`config.mk`:
```
export PLATFORM = sky130hd
export DESIGN_NAME = fsqrt_newton
export DESIGN_NICKNAME = d
export VERILOG_FILES = /design/src/rtl/fsqrt_pkg.sv /design/src/rtl/fsqrt_nr_mul.sv /design/src/rtl/fsqrt_newton.sv
export SDC_FILE = /design/constraint.sdc
export NUM_CORES = 2
export LEC_CHECK = 0
export ABC_AREA = 1
export BUFFER_PORTS_ARGS = -buffer_cell sky130_fd_sc_hd__buf_4
export CAP_MARGIN = 10
export CORE_MARGIN = 2
export CORE_UTILIZATION = 33
export CTS_BUF_LIST = sky130_fd_sc_hd__clkbuf_8
export CTS_CLUSTER_DIAMETER = 30
export DETAILED_ROUTE_END_ITERATION = 8
export HOLD_SLACK_MARGIN = 0.12
export PLACE_DENSITY = 0.56
export SETUP_SLACK_MARGIN = 0.1
export SLEW_MARGIN = 10
export SYNTH_ARGS = -nofsm -noshare
export SYNTH_HDL_FRONTEND = slang
export SYNTH_SLANG_ARGS = --single-unit
```
`constraint.sdc`:
```
create_clock -name clk -period 14.5 [get_ports clk]
set_clock_uncertainty 0.15 [all_clocks]
set_input_delay 2.175 -clock clk [delete_from_list [all_inputs] [get_ports clk]]
set_output_delay 2.175 -clock clk [all_outputs]
set_load 0.01 [all_outputs]
```
`src/rtl/fsqrt_pkg.sv`:
```
// Shared definitions for the fsqrt Newton-Raphson refinement stage.
//   state_e  : controller states
//   FRAC_DEF : default fraction width of the internal Q2.FRAC words
//   ONE/THREE: 1.0 and 3.0 in Q2.FRAC_DEF
//   QNAN     : canonical quiet NaN returned for negative operands
package fsqrt_pkg;

  typedef enum logic [2:0] {
    IDLE,
    LOAD,
    SQ,
    MX,
    UPD,
    FIN,
    RND,
    DONE
  } state_e;

  localparam int          FRAC_DEF = 30;
  localparam logic [31:0] ONE      = 32'd1 << FRAC_DEF;
  localparam logic [31:0] THREE    = 32'd3 << FRAC_DEF;
  localparam logic [31:0] QNAN     = 32'h7FC0_0000;

endpackage

```
`src/rtl/fsqrt_nr_mul.sv`:
```
// Registered unsigned Q2.FRAC multiplier shared by all refinement steps.
// The operand mux lives in the controller; this block only multiplies,
// rescales by FRAC and registers the result (one cycle latency).
//   clk  : clock
//   rstn : asynchronous active-low reset, clears the product
//   a_i  : operand A, Q2.FRAC
//   b_i  : operand B, Q2.FRAC
//   p_o  : registered (a_i*b_i) >> FRAC, truncated to 32 bits
module fsqrt_nr_mul #(
  parameter int FRAC = 30
) (
  input  logic        clk,
  input  logic        rstn,
  input  logic [31:0] a_i,
  input  logic [31:0] b_i,
  output logic [31:0] p_o
);

  logic [63:0] full;
  logic [31:0] p_q;

  assign full = {32'd0, a_i} * {32'd0, b_i};

  always_ff @(posedge clk or negedge rstn) begin
    if (!rstn) begin
      p_q <= '0;
    end else begin
      p_q <= 32'(full >> FRAC);
    end
  end

  assign p_o = p_q;

endmodule

```
`src/rtl/fsqrt_newton.sv`:
```
// Multi-cycle single-precision square root refinement stage.
// Takes x and its 1/sqrt(x) seed, runs ITER Newton-Raphson steps
// r <- r*(3 - m*r*r)/2 over one shared multiplier and returns sqrt(x) = m*r.
// One operation in flight.
//   clk       : clock
//   rstn      : asynchronous active-low reset (aborts any operation)
//   in_valid  : x/seed valid          in_ready  : idle, can accept
//   x         : IEEE-754 operand      seed      : 1/sqrt(x) estimate
//   out_valid : y valid, held         out_ready : consumer accepts y
//   y         : sqrt(x), IEEE-754     busy      : not idle
module fsqrt_newton
  import fsqrt_pkg::*;
#(
  parameter int ITER = 2,
  parameter int FRAC = FRAC_DEF
) (
  input  logic        clk,
  input  logic        rstn,
  input  logic        in_valid,
  output logic        in_ready,
  input  logic [31:0] x,
  input  logic [31:0] seed,
  output logic        out_valid,
  input  logic        out_ready,
  output logic [31:0] y,
  output logic        busy
);

  localparam logic [31:0] K_ONE   = ONE >> (FRAC_DEF - FRAC);
  localparam logic [31:0] K_THREE = THREE >> (FRAC_DEF - FRAC);
  localparam logic [1:0]  IT_LAST = 2'(ITER - 1);

  state_e      state_q, state_d;
  logic [31:0] x_q, x_d;
  logic [31:0] seed_q, seed_d;
  logic [31:0] m_q, m_d;
  logic [31:0] r_q, r_d;
  logic [31:0] y_q, y_d;
  logic [7:0]  ye_q, ye_d;
  logic [1:0]  it_q, it_d;
  logic        out_valid_q, out_valid_d;

  logic [31:0] mul_a, mul_b, prod;

  fsqrt_nr_mul #(
    .FRAC(FRAC)
  ) u_mul (
    .clk (clk),
    .rstn(rstn),
    .a_i (mul_a),
    .b_i (mul_b),
    .p_o (prod)
  );

  // ---------------------------------------------------------------- decode
  logic [7:0]  e_x;
  logic [7:0]  ye_dec;
  logic [31:0] x_man, m_dec, s_man, r0;
  logic [9:0]  sh;

  always_comb begin
    e_x    = x_q[30:23];
    // (e + 126 + e[0]) >> 1 rewritten so no intermediate bit is dropped:
    // odd e -> e[7:1] + 64, even e -> e[7:1] + 63.
    ye_dec = {1'b0, e_x[7:1]} + 8'd63 + {7'd0, e_x[0]};
    x_man  = K_ONE | ({9'd0, x_q[22:0]} << (FRAC - 23));
    // Even exponent: fold one factor of 2 into m so the exponent halves exactly.
    m_dec  = e_x[0] ? x_man : (x_man << 1);
    s_man  = K_ONE | ({9'd0, seed_q[22:0]} << (FRAC - 23));
    // Relative scale of the seed against 1/sqrt(m); only 0 and -1 are meaningful.
    sh     = {2'b00, seed_q[30:23]} + {2'b00, ye_dec} - 10'd254;
    if (seed_q[31]) begin
      r0 = K_ONE;  // a negative estimate is not usable
    end else if (sh == 10'h3FF) begin
      r0 = s_man >> 1;
    end else if (sh == 10'd0) begin
      r0 = s_man;
    end else begin
      r0 = K_ONE;
    end
  end

  // ---------------------------------------------------------------- round/pack
  logic [31:0] q_c, y_pack;
  logic [22:0] q_man;
  logic        q_rnd;
  logic [23:0] man_sum;

  always_comb begin
    // Truncation can leave m*r a hair under 1.0 when sqrt(m) is ~1; clamp so
    // the mantissa extraction below always sees q in [1,2).
    q_c     = (prod < K_ONE) ? K_ONE : prod;
    q_man   = 23'(q_c >> (FRAC - 23));
    q_rnd   = q_c[FRAC-24];
    man_sum = {1'b0, q_man} + {23'd0, q_rnd};
    if (man_sum[23]) begin
      y_pack = {1'b0, ye_q + 8'd1, 23'd0};
    end else begin
      y_pack = {1'b0, ye_q, man_sum[22:0]};
    end
  end

  // r for SQ/FIN: the seed on the very first square, otherwise the product
  // just produced by UPD, halved.
  logic [31:0] r_cur;
  assign r_cur = (state_q == SQ && it_q == 2'd0) ? r_q : (prod >> 1);

  // ---------------------------------------------------------------- FSM
  always_comb begin
    state_d     = state_q;
    x_d         = x_q;
    seed_d      = seed_q;
    m_d         = m_q;
    r_d         = r_q;
    y_d         = y_q;
    ye_d        = ye_q;
    it_d        = it_q;
    out_valid_d = out_valid_q;
    mul_a       = r_q;
    mul_b       = r_q;

    case (state_q)
      IDLE: begin
        if (in_valid) begin
          x_d     = x;
          seed_d  = seed;
          state_d = LOAD;
        end
      end
      LOAD: begin
        it_d = 2'd0;
        if (e_x == 8'd0) begin
          y_d     = {x_q[31], 31'd0};  // zero / flushed denormal keeps its sign
          state_d = DONE;
        end else if (x_q[31]) begin
          y_d     = QNAN;
          state_d = DONE;
        end else if (e_x == 8'hFF) begin
          y_d     = x_q;
          state_d = DONE;
        end else begin
          m_d     = m_dec;
          r_d     = r0;
          ye_d    = ye_dec;
          state_d = SQ;
        end
      end
      SQ: begin
        mul_a   = r_cur;
        mul_b   = r_cur;
        r_d     = r_cur;
        state_d = MX;
      end
      MX: begin
        mul_a   = m_q;
        mul_b   = prod;
        state_d = UPD;
      end
      UPD: begin
        mul_a = r_q;
        mul_b = K_THREE - prod;
        if (it_q == IT_LAST) begin
          it_d    = 2'd0;
          state_d = FIN;
        end else begin
          it_d    = it_q + 2'd1;
          state_d = SQ;
        end
      end
      FIN: begin
        mul_a   = m_q;
        mul_b   = r_cur;
        state_d = RND;
      end
      RND: begin
        y_d     = y_pack;
        state_d = DONE;
      end
      DONE: begin
        // y is already registered on entry; out_valid follows one cycle later.
        if (!out_valid_q) begin
          out_valid_d = 1'b1;
        end else if (out_ready) begin
          out_valid_d = 1'b0;
          state_d     = IDLE;
        end
      end
      default: state_d = IDLE;
    endcase
  end

  always_ff @(posedge clk or negedge rstn) begin
    if (!rstn) begin
      state_q     <= IDLE;
      x_q         <= '0;
      seed_q      <= '0;
      m_q         <= '0;
      r_q         <= '0;
      y_q         <= '0;
      ye_q        <= '0;
      it_q        <= '0;
      out_valid_q <= 1'b0;
    end else begin
      state_q     <= state_d;
      x_q         <= x_d;
      seed_q      <= seed_d;
      m_q         <= m_d;
      r_q         <= r_d;
      y_q         <= y_d;
      ye_q        <= ye_d;
      it_q        <= it_d;
      out_valid_q <= out_valid_d;
    end
  end

  assign in_ready  = (state_q == IDLE);
  assign busy      = (state_q != IDLE);
  assign out_valid = out_valid_q;
  assign y         = y_q;

endmodule

```
# [After elaboration in Yosys (flattened, before gate mapping)]
# Index checks and enable logic that the tools add are counted.
[word_totals] register_bits=206 latchBits=0 ram_bits=0 rom_bits=0 output_inout_bits=35 wordCells=85 mem_count=0
[op_classes] n_addsub=8 mul=1 n_div=0 n_lt_le_gt_ge=1 n_eq_ne=17 shift=0 n_mux=29 bitwise=3 reduce_logical=16
[ops] op="32-bit 2-to-1 mux" n=10
[ops] op="32-bit one-hot mux with 2 select lines" n=3
[ops] op="32-bit one-hot mux with 3 select lines" n=1
[ops] op="32-bit by 32-bit multiplier with 62-bit output" n=1
[ops] op="30-bit 2-to-1 mux" n=2
[ops] op="32-bit by 31-bit < comparator with 1-bit output, second input constant" n=1
[ops] op="32-bit subtractor, first input constant" n=1
[ops] op="31-bit 2-to-1 mux" n=1
[ops] op="23-bit by 1-bit adder with 24-bit output" n=1
[ops] op="3-bit one-hot mux with 8 select lines" n=1
[ops] op="3-bit 2-to-1 mux" n=7
[ops] op="3-bit == test, second input constant" n=4
[ops] op="2-bit inequality test, second input constant" n=6
[ops] op="10-bit == test, second input constant" n=1
[ops] op="10-bit zero test" n=1
[ops] op="9-bit by 8-bit subtractor with 10-bit output, second input constant" n=1
[ops] op="8-bit by 8-bit adder with 9-bit output" n=1
[ops] op="7-bit by 6-bit adder with 8-bit output, second input constant" n=1
[ops] op="8-bit by 1-bit adder with 8-bit output" n=1
[ops] op="8-bit by 1-bit adder with 8-bit output, second input constant" n=1
[ops] op="8-bit == test, second input constant" n=1
[ops] op="8-bit zero test" n=1
[ops] op="4-bit AND reduction" n=2
[ops] op="3-bit by 2-bit == test with 1-bit output, second input constant" n=2
[ops] op="16 further kinds" n=23

# [Longest topological paths before layout]
[logic_depth] word_depth=12 mapped_depth=44

# [By module]
# Synthesis repeated with hierarchy kept, for this count alone.
[hier_totals] cells_unflattened=6585 area_unflattened_um2=47693.2
[modules_own_cells] module="fsqrt_nr_mul" n_inst=1 cells_per_inst=4802 area_each_um2=35805.6 seq_area_each_um2=800.8
[modules_own_cells] module="fsqrt_newton" n_inst=1 cells_per_inst=1783 area_each_um2=11887.7 seq_area_each_um2=4179.0

# [Least setup slack after synthesis]
# Ideal clock, no wire load.
[synth_path] path_type="register -> register" startpoint="register state_q[1]" endpoint="register u_mul.p_q[31] (netlist: u_mul.p_o[31])" setup_ns=0.079 arrival_ns=7.999 required_ns=14.271 slack_ns=6.272 stages_incl_launch_ff=35 cell_sequence="dfrtp_1 > inv_2 > ha_1 > inv_1 > clkbuf_1 > buf_1 > o21ai_2 > inv_1 > buf_2 > nand2_1 > fa_1 > inv_1 > fa_1 > fa_1 > inv_1 > fa_1 > inv_1 > fa_1 > fa_1 > fa_1 > inv_1 > fa_1 > inv_1 > ha_1 > nand2_1 > nor2_1 > nand2_1 > nor4_1 > a21oi_1 > nand2_1 > nand2_1 > nand2_1 > nand2_1 > nand2_1 > xor2_1"
[synth_between] elab_chain_len=5 word_cells_on_any_way=11
[synth_lines] item="start: declaration" line_no="fsqrt_newton.sv:33" rtl="state_e state_q, state_d;"
[synth_lines] item="start signal: assignment" line_no="fsqrt_newton.sv:204" rtl="state_q <= state_d;"
[synth_lines] item="3-bit by 2-bit == test with 1-bit output" line_no="fsqrt_newton.sv:106, fsqrt_newton.sv:122"
[synth_lines] item="1-bit logical AND" line_no="fsqrt_newton.sv:106" rtl="assign r_cur = (state_q == SQ && it_q == 2'd0) ? r_q : (prod >> 1);"
[synth_lines] item="32-bit 2-to-1 mux" line_no="fsqrt_newton.sv:106"
[synth_lines] item="32-bit one-hot mux with 3 select lines / 32-bit one-hot mux with 2 select lines (equally long branches)" line_no="fsqrt_newton.sv:122" rtl="case (state_q)"
[synth_lines] item="32-bit by 32-bit multiplier with 62-bit output *" line_no="fsqrt_nr_mul.sv:22" rtl="assign full = {32'd0, a_i} * {32'd0, b_i};"
[synth_lines] item="net u_mul.full[61]" line_no="fsqrt_nr_mul.sv:19" rtl="logic [63:0] full;"
[synth_lines] item="end signal: assignment" line_no="fsqrt_nr_mul.sv:28" rtl="p_q <= 32'(full >> FRAC);"
[synth_lines] item="end: declaration" line_no="fsqrt_nr_mul.sv:20" rtl="logic [31:0] p_q;"
# Mark *: on every way through the listed nets, which the timed path passes. The rest lies on a longest branch.
# A chain may end at the register's enable or synchronous reset.

# [Worst setup path in the final report]
[layout_path] startpoint="register state_q[2]" endpoint="register u_mul.p_q[23] (netlist: u_mul.p_o[23])"
# Same word-level chain as after synthesis.

==> metrics.txt <==
status completed; Setup Fix Bufs, Post-CTS 0; DRT Pass-1 Iters 6; synthesized cell area approximately 0.044 mm²; # rows around 130; Slew headroom around 22%; Nets 6718; peak fanout along the critical path 51; global-route wire length before repair 251 mm; Slew @ Worst Pin 1170 ps; Inst Count DP 7232; number of port buffers 102; Clock Path Buffers 2; ys flop type dfrtp_1; cells after synthesis between 5000 and 6000; RSZ-0062 raised after global routing false; CTS tree done; IO Pins 103; Final period util 71.5%; Final Hold Viols 0; vias in the first global route 39400; commonest non-fill, non-tap cell in the layout inv_1; Slowest cell on crit path o22ai_2; Final setup violation count 0; post-place instance area roughly 0.047 mm²; routed length per placed instance about 23 µm; total negative slack 0 ps; gpl congestion 0.967; asr flop ratio synth between 90% and 100%; Post-synth EDFFs 0; worst hold margin 352 ps; DIE AREA roughly 0.14 mm²; Post-Syn Nets slightly below 7000; initial antenna violation count 5; area of the multi-input gates about 0.034 mm²; area added between synthesis and finish 7.07%; CP delay by family, top adder cells; initial core utilization ~33%; die extent in y between 300 and 400 µm; Max Cap Violations 0; fmax 0.0964 GHz; worst-skew pair later-pin latency 530 ps; fraction of layout instances using a drive strength above 1 6.93%; Antenna Violating Nets Remaining 0; Antenna Cells 0; crit end category flop; WS Path Type reg2reg; hold buffer count at CTS 0; Num CTS Buffers 17; crit path DAT 10680 ps; HPWL after detailed placement 128 mm; clock root cell clkbuf_8; drt initial violations 3314; vias per inst 5.19; detailed-route via count approximately 38000; CTS clock-pin slew for the worst setup and hold paths 120 ps; Syn Area/Cell 8.07 µm²; Max Transition Viols Final 0; worst stage delay on the critical path 700 ps; #FFs+latches synth just under 200; total track usage between 20 and 25%; Seq/Total Area, Yosys 11.2%; Design Area, Final 0.0476 mm²; core area 0.134 mm²; highest-count cells in the layout ignoring fill and taps inv_1, nand2_1, fa_1, nor2_1, ha_1; DRC 0; Startpoint Class flop; Clock Sinks between 150 and 200; non-filler cells, final around 7300; CP bufs+invs 11; grt total ovfl 0; Synth Warn # 0; post-synth cell types 64; # H-tree levels 4; Chip Width 371 µm; largest net degree at the start of global routing 78; Hold Path Class reg2reg; Detailed Route WL roughly 170 mm; fillers 14100; minimum clock period after layout 10370 ps; Worst Path Required 14810 ps; sequential cell area 0.00498 mm²; CTS resizes 0
==> final cells by class <==
class	count	area share (%)
clock buffers	17	0.492
multi-input cells	3809	71.1
well taps	1768	4.65
repair buffers	191	3.03
clock inverters	14	0.308
inverters	1265	10.0
flip-flops and latches	199	10.5
==> registers in the layout, indices dropped and copies added, names as in the netlist <==
name	cells
seed_q	32
state_q	3
it_q	2
y	32
out_valid	1
u_mul.p_o	32
m_q	25
ye_q	8
x_q	32
r_q	32
==> cells by family (layout without fill, tap and decap cells) <==
kind of cell    after synthesis  after routing  share of synthesized area, %
simple gates               2006           2006                          18.5
buf+inv                    1497           1487                          13.0
fa+ha+maj                  1167           1167                          48.0
compound gates              551            551                          7.48
flops                       199            199                          11.2
xor+xnor                     56             56                          1.13
mux                          29             29                         0.735
==> cells in the mapped netlist, types with 25 or more instances <==
cell,number,area (µm²)
inv_1,1230,4620
nand2_1,945,3550
fa_1,896,17900
nor2_1,684,2570
ha_1,271,3390
nand3_1,265,1330
a21oi_1,199,996
dfrtp_1,199,4980
o21ai_0,161,806
clkbuf_1,128,480
buf_2,88,440
xor2_1,45,394
o211ai_1,30,225
inv_2,29,109
mux2_2,29,327
nand4_1,25,156
==> final timing paths <==
check / startpoint / to / slack, ps / cells past startpoint
worst min register to register: y[9] / y[9] / 350 / 2
worst max-delay path: state_q[2] / u_mul.p_o[23] / 4130 / 37
worst min-delay path: y[9] / y[9] / 350 / 2
min in group asynchronous: rstn / seed_q[29] / 1510 / 1
max in group asynchronous: rstn / r_q[12] / 11290 / 2
worst max register to register: state_q[2] / u_mul.p_o[23] / 4130 / 37
==> through the flow <==
| step | setup slack (ps) | util (%) |
|---|---|---|
| 2_1_floorplan | 6270 | - |
| 3_3_place_gp | 4350 | 35.3 |
| 3_5_place_dp | 4260 | 35.3 |
| 4_1_cts | 4230 | 35.6 |
| 5_1_grt | 3800 | 35.6 |
| 6_report | 4130 | 35.6 |
==> worst register-to-register path, delay by kind of cell (launching register included) <==
family	cells	cell delay (ps)
buffers and inverters	11	2240
adder cells (fa/ha/maj)	9	4320
XOR/XNOR	1	150
flip-flops	1	490
AND/OR/NAND/NOR	13	1860
AO/OA/AOI/OAI	3	1130
==> metal layers <==
layer  wire [µm]  global-route usage (%)  vias to the layer above
li1            -                       -                    16500
met1       68500                    32.8                    19200
met2       74400                    38.4                     1634
met3       14700                    5.03                      403
met4        8160                    10.1                        4
met5          36                       0                        -
Power is left out: the tool's default activity adds up to more than one toggle a clock period on the data nets, which glitch-free logic cannot reach.
